===== config.mk =====
export PLATFORM = sky130hd
export DESIGN_NAME = frequency_divider_prog_flat
export DESIGN_NICKNAME = d
export VERILOG_FILES = /design/src/rtl/frequency_divider_prog_pkg.sv /design/src/rtl/frequency_divider_prog_if.sv /design/src/rtl/frequency_divider_prog_channel.sv /design/src/rtl/frequency_divider_prog.sv /design/src/flat_wrapper.sv
export SDC_FILE = /design/constraint.sdc
export NUM_CORES = 1
export LEC_CHECK = 0
export ABC_AREA = 1
export BUFFER_PORTS_ARGS = -buffer_cell sky130_fd_sc_hd__buf_4
export CAP_MARGIN = 20
export CORE_AREA = 4 4 180 182
export CTS_CLUSTER_SIZE = 20
export DETAILED_ROUTE_END_ITERATION = 6
export DIE_AREA = 0 0 184 186
export PLACE_DENSITY = 0.71
export SYNTH_ARGS = -nofsm -noshare
export SYNTH_HDL_FRONTEND = slang
export SYNTH_SLANG_ARGS = --single-unit

===== constraint.sdc =====
create_clock -name CP -period 11.2 [get_ports CP]
set_input_delay 0.56 -clock CP [delete_from_list [all_inputs] [get_ports CP]]
set_output_delay 0.56 -clock CP [all_outputs]
set_load 0.005 [all_outputs]

===== src/rtl/frequency_divider_prog_pkg.sv =====
// Shared definitions for the programmable multi-channel frequency divider.
package fd_pkg;

  localparam int FD_CW_DEF  = 16;
  localparam int FD_DIV_DEF = 50;

  // Channel-select width; a single channel still needs a one-bit select.
  function automatic int fd_chw(input int n);
    return (n <= 1) ? 1 : $clog2(n);
  endfunction

  // Per-channel state record at the default counter width.
  typedef struct packed {
    logic [FD_CW_DEF-1:0] cnt;
    logic [FD_CW_DEF-1:0] div;
    logic                 casc;
    logic [FD_CW_DEF-1:0] shadow;
    logic                 shcasc;
    logic                 pend;
  } fd_ch_state_t;

endpackage


===== src/rtl/frequency_divider_prog_if.sv =====
// Ratio write bus: one-cycle strobe with registered accept/reject pulses.
interface frequency_divider_prog_if #(
  parameter int N_CH = 4,
  parameter int CW   = fd_pkg::FD_CW_DEF,
  parameter int CHW  = fd_pkg::fd_chw(N_CH)
);
  logic           WR_EN;
  logic [CHW-1:0] WR_CH;
  logic [CW-1:0]  WR_DIV;
  logic           WR_CASC;
  logic           WR_ACK;
  logic           WR_ERR;

  modport master (output WR_EN, WR_CH, WR_DIV, WR_CASC, input WR_ACK, WR_ERR);
  modport slave  (input WR_EN, WR_CH, WR_DIV, WR_CASC, output WR_ACK, WR_ERR);
endinterface


===== src/rtl/frequency_divider_prog_channel.sv =====
// One divider channel: wrap counter, shadowed ratio reload, TICK and SQW registers.
module fd_channel import fd_pkg::*; #(
  parameter int          CW       = FD_CW_DEF,
  parameter logic [CW-1:0] DEF_DIV = CW'(FD_DIV_DEF),
  parameter bit          DEF_CASC = 1'b0
) (
  input  logic          CP,
  input  logic          nCR,
  input  logic          i_adv,
  input  logic          i_ld,
  input  logic [CW-1:0] i_ld_div,
  input  logic          i_ld_casc,
  input  logic          i_sync,
  output logic          o_tick,
  output logic          o_sqw,
  output logic          o_pend,
  output logic          o_casc
);
  logic [CW-1:0] r_cnt, r_div, r_shadow;
  logic          r_casc, r_shcasc, r_pend, r_tick, r_sqw;
  logic          w_term;
  logic [CW-1:0] w_cnt_nxt, w_hi;

  // >= rather than == so the wrap is still found if the count ever exceeds the ratio.
  assign w_term    = i_adv & (r_cnt >= (r_div - CW'(1)));
  assign w_cnt_nxt = w_term ? '0 : (r_cnt + CW'(1));
  assign w_hi      = r_div - (r_div >> 1);

  // Counter, reload and output registers; SYNC overrides counting for one cycle.
  always_ff @(posedge CP or negedge nCR) begin
    if (!nCR) begin
      r_cnt    <= '0;
      r_div    <= DEF_DIV;
      r_casc   <= DEF_CASC;
      r_shadow <= DEF_DIV;
      r_shcasc <= DEF_CASC;
      r_pend   <= 1'b0;
      r_tick   <= 1'b0;
      r_sqw    <= 1'b0;
    end else if (i_sync) begin
      r_cnt  <= '0;
      r_tick <= 1'b0;
      r_sqw  <= 1'b0;
      r_pend <= 1'b0;
      if (i_ld) begin
        r_div    <= i_ld_div;
        r_casc   <= i_ld_casc;
        r_shadow <= i_ld_div;
        r_shcasc <= i_ld_casc;
      end else if (r_pend) begin
        r_div  <= r_shadow;
        r_casc <= r_shcasc;
      end
    end else begin
      r_tick <= w_term;
      if (i_adv) begin
        r_cnt <= w_cnt_nxt;
        r_sqw <= (w_cnt_nxt < w_hi);
      end
      if (i_ld) begin
        r_shadow <= i_ld_div;
        r_shcasc <= i_ld_casc;
        if (w_term) begin
          r_div  <= i_ld_div;
          r_casc <= i_ld_casc;
          r_pend <= 1'b0;
        end else begin
          r_pend <= 1'b1;
        end
      end else if (w_term && r_pend) begin
        r_div  <= r_shadow;
        r_casc <= r_shcasc;
        r_pend <= 1'b0;
      end
    end
  end

  assign o_tick = r_tick;
  assign o_sqw  = r_sqw;
  assign o_pend = r_pend;
  assign o_casc = r_casc;
endmodule


===== src/rtl/frequency_divider_prog.sv =====
// Programmable multi-channel divider: write decode, handshake pulses and cascade wiring.
module frequency_divider_prog import fd_pkg::*; #(
  parameter int              N_CH     = 4,
  parameter int              CW       = FD_CW_DEF,
  parameter int              DEF_DIV  = FD_DIV_DEF,
  parameter logic [N_CH-1:0] DEF_CASC = '0
) (
  input  logic                     CP,
  input  logic                     nCR,
  input  logic                     CE,
  input  logic                     SYNC,
  frequency_divider_prog_if.slave  bus,
  output logic [N_CH-1:0]          PEND,
  output logic [N_CH-1:0]          TICK,
  output logic [N_CH-1:0]          SQW
);
  localparam int CHW = fd_chw(N_CH);

  logic            w_wr_ok;
  logic [N_CH-1:0] w_adv, w_casc, w_parent;
  logic            r_ack, r_err;

  assign w_wr_ok = bus.WR_EN & (bus.WR_DIV != '0) & (32'(bus.WR_CH) < 32'(N_CH));

  // Accept/reject pulses are decided in the strobe cycle and shown one cycle later.
  always_ff @(posedge CP or negedge nCR) begin
    if (!nCR) begin
      r_ack <= 1'b0;
      r_err <= 1'b0;
    end else begin
      r_ack <= w_wr_ok;
      r_err <= bus.WR_EN & ~w_wr_ok;
    end
  end

  assign bus.WR_ACK = r_ack;
  assign bus.WR_ERR = r_err;

  for (genvar g = 0; g < N_CH; g++) begin : g_ch
    logic w_ld, w_ld_casc;

    assign w_ld = w_wr_ok & (bus.WR_CH == CHW'(g));

    // Channel 0 has no parent, so its cascade select is pinned low.
    if (g == 0) begin : g_root
      assign w_parent[g] = 1'b0;
      assign w_ld_casc   = 1'b0;
    end else begin : g_casc
      assign w_parent[g] = TICK[g-1];
      assign w_ld_casc   = bus.WR_CASC;
    end

    assign w_adv[g] = CE & (w_casc[g] ? w_parent[g] : 1'b1);

    fd_channel #(
      .CW       (CW),
      .DEF_DIV  (CW'(DEF_DIV)),
      .DEF_CASC ((g == 0) ? 1'b0 : DEF_CASC[g])
    ) u_ch (
      .CP        (CP),
      .nCR       (nCR),
      .i_adv     (w_adv[g]),
      .i_ld      (w_ld),
      .i_ld_div  (bus.WR_DIV),
      .i_ld_casc (w_ld_casc),
      .i_sync    (SYNC),
      .o_tick    (TICK[g]),
      .o_sqw     (SQW[g]),
      .o_pend    (PEND[g]),
      .o_casc    (w_casc[g])
    );
  end
endmodule


===== src/flat_wrapper.sv =====
// flat-port wrapper written by rule: the top's interface ports become plain ports
module frequency_divider_prog_flat import fd_pkg::*;
#(
  parameter int              N_CH     = 4,
  parameter int              CW       = FD_CW_DEF,
  parameter int              DEF_DIV  = FD_DIV_DEF,
  parameter logic [N_CH-1:0] DEF_CASC = '0
)
  (CP, nCR, CE, SYNC, PEND, TICK, SQW, bus_WR_EN, bus_WR_CH, bus_WR_DIV, bus_WR_CASC, bus_WR_ACK, bus_WR_ERR);
  frequency_divider_prog_if #(.N_CH(N_CH), .CW(CW)) bus_i ();
  input  logic CP;
  input  logic nCR;
  input  logic CE;
  input  logic SYNC;
  output logic [N_CH-1:0] PEND;
  output logic [N_CH-1:0] TICK;
  output logic [N_CH-1:0] SQW;
  input wire logic [$bits(bus_i.WR_EN)-1:0] bus_WR_EN;
  input wire logic [$bits(bus_i.WR_CH)-1:0] bus_WR_CH;
  input wire logic [$bits(bus_i.WR_DIV)-1:0] bus_WR_DIV;
  input wire logic [$bits(bus_i.WR_CASC)-1:0] bus_WR_CASC;
  output wire logic [$bits(bus_i.WR_ACK)-1:0] bus_WR_ACK;
  output wire logic [$bits(bus_i.WR_ERR)-1:0] bus_WR_ERR;
  assign bus_i.WR_EN = bus_WR_EN;
  assign bus_i.WR_CH = bus_WR_CH;
  assign bus_i.WR_DIV = bus_WR_DIV;
  assign bus_i.WR_CASC = bus_WR_CASC;
  assign bus_WR_ACK = bus_i.WR_ACK;
  assign bus_WR_ERR = bus_i.WR_ERR;
  frequency_divider_prog #(.N_CH(N_CH), .CW(CW), .DEF_DIV(DEF_DIV), .DEF_CASC(DEF_CASC)) u_core (.CP(CP), .nCR(nCR), .CE(CE), .SYNC(SYNC), .bus(bus_i), .PEND(PEND), .TICK(TICK), .SQW(SQW));
endmodule

==> results.yml <==
synth:
  yosys.cell_types.count: 54
  avgSynthCellArea_um2: 7.848
  async_flop_share_pct: 100.0
  synth_enable_flop_cells: 0
  ys_ff_latch: 212
  yosysMostFrequentCell: "nand2_1"
  synthFlopType: "dfrtp_1"
  yosys-top-cells-count: "nand2_1 (436), inv_1 (362), ha_1 (260)"
  yosys_warnings: 0
  synth_area_leaders: "dfrtp_1 (28%), ha_1 (19%), nand2_1 (9.7%), inv_1 (8.1%), xor2_1 (5.9%)"
  ys_seq_area_share_pct: 31.72
  synth_cells: 2143
  syn_nets: 2431
  mappedNetlistArea_um2: 16820
  yosys.area.top_type_share_pct: 27.97
  yosysTopAreaCell: "dfrtp_1"
sta:
  fmax_mhz: 226.8
  fin_tns_setup_ns: 0
  hold_viol_final: 0
  fin_skew_ns: 0.01587
  finalSetupViolations: 0
  max_slew_margin_pct: 29.75
  min_period_ns: 4.408
  slew_violations: 0
  worstMarginPinSlew_ns: 1.044
  finalCritPeriodShare_pct: 39.36
  rsz0062_at_grt: "no"
worst_setup_path:
  crit_path_max_incr_delay_ns: 0.57
  worstPathRequired_ns: 11.64
  crit_type: "reg2reg"
  crit_top_cell: "nand2_1"
  crit_arrival_ns: 4.85
  critPathMaxFanout: 14
  startpoint_type: "flip-flop"
  slowest_stage: "dfstp_2"
  cp-end-kind: "flip-flop"
route:
  totalWireLength_um: 39120
  first_pass_iters: 5
  drt_iter0_drc: 859
  vias: 13660
  wl_per_cell_um: 15.18
  drc: 0
  ant_nets: 0
  viasPerCell: 5.302
pwr:
  p_leak_nw: 9.512
  powerDensity_nw_per_um2: 204.6
  irDropWorstVdd_mv: 0.1525
layout:
  syn_to_final_growth_pct: 7.871
  final_nets: 2451
  fillCellCount: 2818
  diodes: 0
  multi_input_area_um2: 9779
  seq_area_um2: 5335
  finish.instance_area_um2: 18140
  drive_above_1_share_pct: 7.611
placement:
  dpl_cell_area_um2: 17350
  gp_congestion: 0.9184
  place_hpwl_um: 29950
  numPortBuffers: 37
status:
  status: "finished clean"
grt:
  gr-total-overflow: 0
  grt_usage_pct: 23.23
  antenna_found_initial: 1
  grt_max_degree: 102
  grt_pass1_vias: 13580
  grt_pass1_wl_um: 65730
clock_network:
  htreeDepth: 1
  clk_latency_ns: 0.55
  clock_sink_count: 212
  numCtsBuffers: 25
  cts_tree: "built"
  cts_resized: 0
  path_clk_slew_ns: 0.06
  root_buffer: "clkbuf_16"
  ctsHoldBuffers: 0
  cts_setup_buffers: 0
  cts_buffer_depth: 3
floorplan:
  core_um2: 30590
  start_util_pct: 54.98
  ios: 38
  die-area_um2: 34220
  die_x_um: 184
  die_y_um: 186
  rows: 64
run:
  drv_cap: 0
worst_hold_path:
  holdCritPathClass: "in2async"
path summary, 6_finish.rpt:
kind	from	to	slack, ns	depth (start not counted)
hold / removal	nCR	u_core.g_ch[3].u_ch.r_cnt[12]	0.02	1
setup reg to reg	u_core.g_ch[3].u_ch.r_div[1]	u_core.g_ch[3].u_ch.o_sqw	6.79	27
max in group asynchronous	nCR	u_core.g_ch[0].u_ch.r_div[14]	9.25	3
min in group CP	bus_WR_EN	u_core.bus.WR_ERR	0.23	3
hold reg to reg	u_core.g_ch[2].u_ch.o_sqw	u_core.g_ch[2].u_ch.o_sqw	0.49	2
setup / recovery	u_core.g_ch[3].u_ch.r_div[1]	u_core.g_ch[3].u_ch.o_sqw	6.79	27
layout make-up:
class,instances,share of cell area (%)
repair buffers,43,1.821
clock buffers,31,3.683
flip-flops and latches,212,29.41
inverters,375,7.759
clock inverters,14,0.6897
multi-input cells,1506,53.91
well taps,396,2.731
flip-flops by register name (all words and copies together) (netlist names):
| name | flops |
|---|---|
| u_core.bus.WR_ACK | 1 |
| u_core.bus.WR_ERR | 1 |
| u_core.g_ch.u_ch.o_casc | 3 |
| u_core.g_ch.u_ch.o_pend | 4 |
| u_core.g_ch.u_ch.o_sqw | 4 |
| u_core.g_ch.u_ch.o_tick | 4 |
| u_core.g_ch.u_ch.r_cnt | 64 |
| u_core.g_ch.u_ch.r_div | 64 |
| u_core.g_ch.u_ch.r_shadow | 64 |
| u_core.g_ch.u_ch.r_shcasc | 3 |
layout by cell type, fill, tap and decap left out, types with 7 or more instances in the layout:
master / Yosys / final
nand4_1: 34 / 34
o21ai_1: 102 / 102
inv_2: 13 / 13
a21oi_1: 107 / 106
nand2_1: 436 / 436
a211oi_1: 8 / 8
nor2_2: 7 / 7
nor4_1: 10 / 10
o22ai_1: 51 / 51
inv_1: 362 / 362
ha_1: 260 / 260
nor2_1: 91 / 91
dfrtp_1: 188 / 188
nand3_1: 81 / 81
clkbuf_16: 0 / 25
nor3_1: 30 / 30
xor2_1: 113 / 113
o21ai_0: 100 / 100
dfstp_2: 24 / 24
buf_4: 21 / 42
report_power, final:
part	leakage [nW]	internal (mW)	switching, mW
clock	0.385	0.450	0.346
sequential	2.72	0.889	0.0746
combinational	6.41	0.731	1.22
per-stage QoR:
step                power, mW  hold WS, ns  util (%)  instances  setup slack, ns
finish                  3.711      0.01842     59.31       2577            6.792
global route            4.102      0.08239     59.31       2577            6.238
CTS                     3.735      0.05543     59.31       2577            6.792
detailed placement      2.915       0.4713     56.71       2532            6.796
global placement        2.848       0.4700     56.71       2532            6.997
floorplan               2.460       0.2644         -       2143            7.400
routing by layer:
layer | GRT usage (%) | share of wire, %
met3 | 3.068 | 4.0
met4 | 5.886 | 2.5
met5 | 0 | 0
met1 | 31.32 | 46
met2 | 39.74 | 47
worst max-delay path, delay by kind of cell, from the launching register on:
family / cells / cell delay (ns)
adder cells (fa/ha/maj): 3 / 0.69
buffers and inverters: 3 / 0.39
AO/OA/AOI/OAI: 7 / 0.82
flip-flops: 1 / 0.57
AND/OR/NAND/NOR: 13 / 1.68
XOR/XNOR: 1 / 0.14
cells by family after synthesis:
kind of cell / after synthesis / share of synthesized area [%]
adders and majority gates: 264 / 19.82
buffers and inverters: 425 / 10.19
xor gates and xnor gates: 119 / 6.197
DFF: 212 / 31.72
AOI/OAI and AO/OA: 399 / 12.96
and+or+nand+nor: 724 / 19.11
Power figures use the tool's default switching activity.
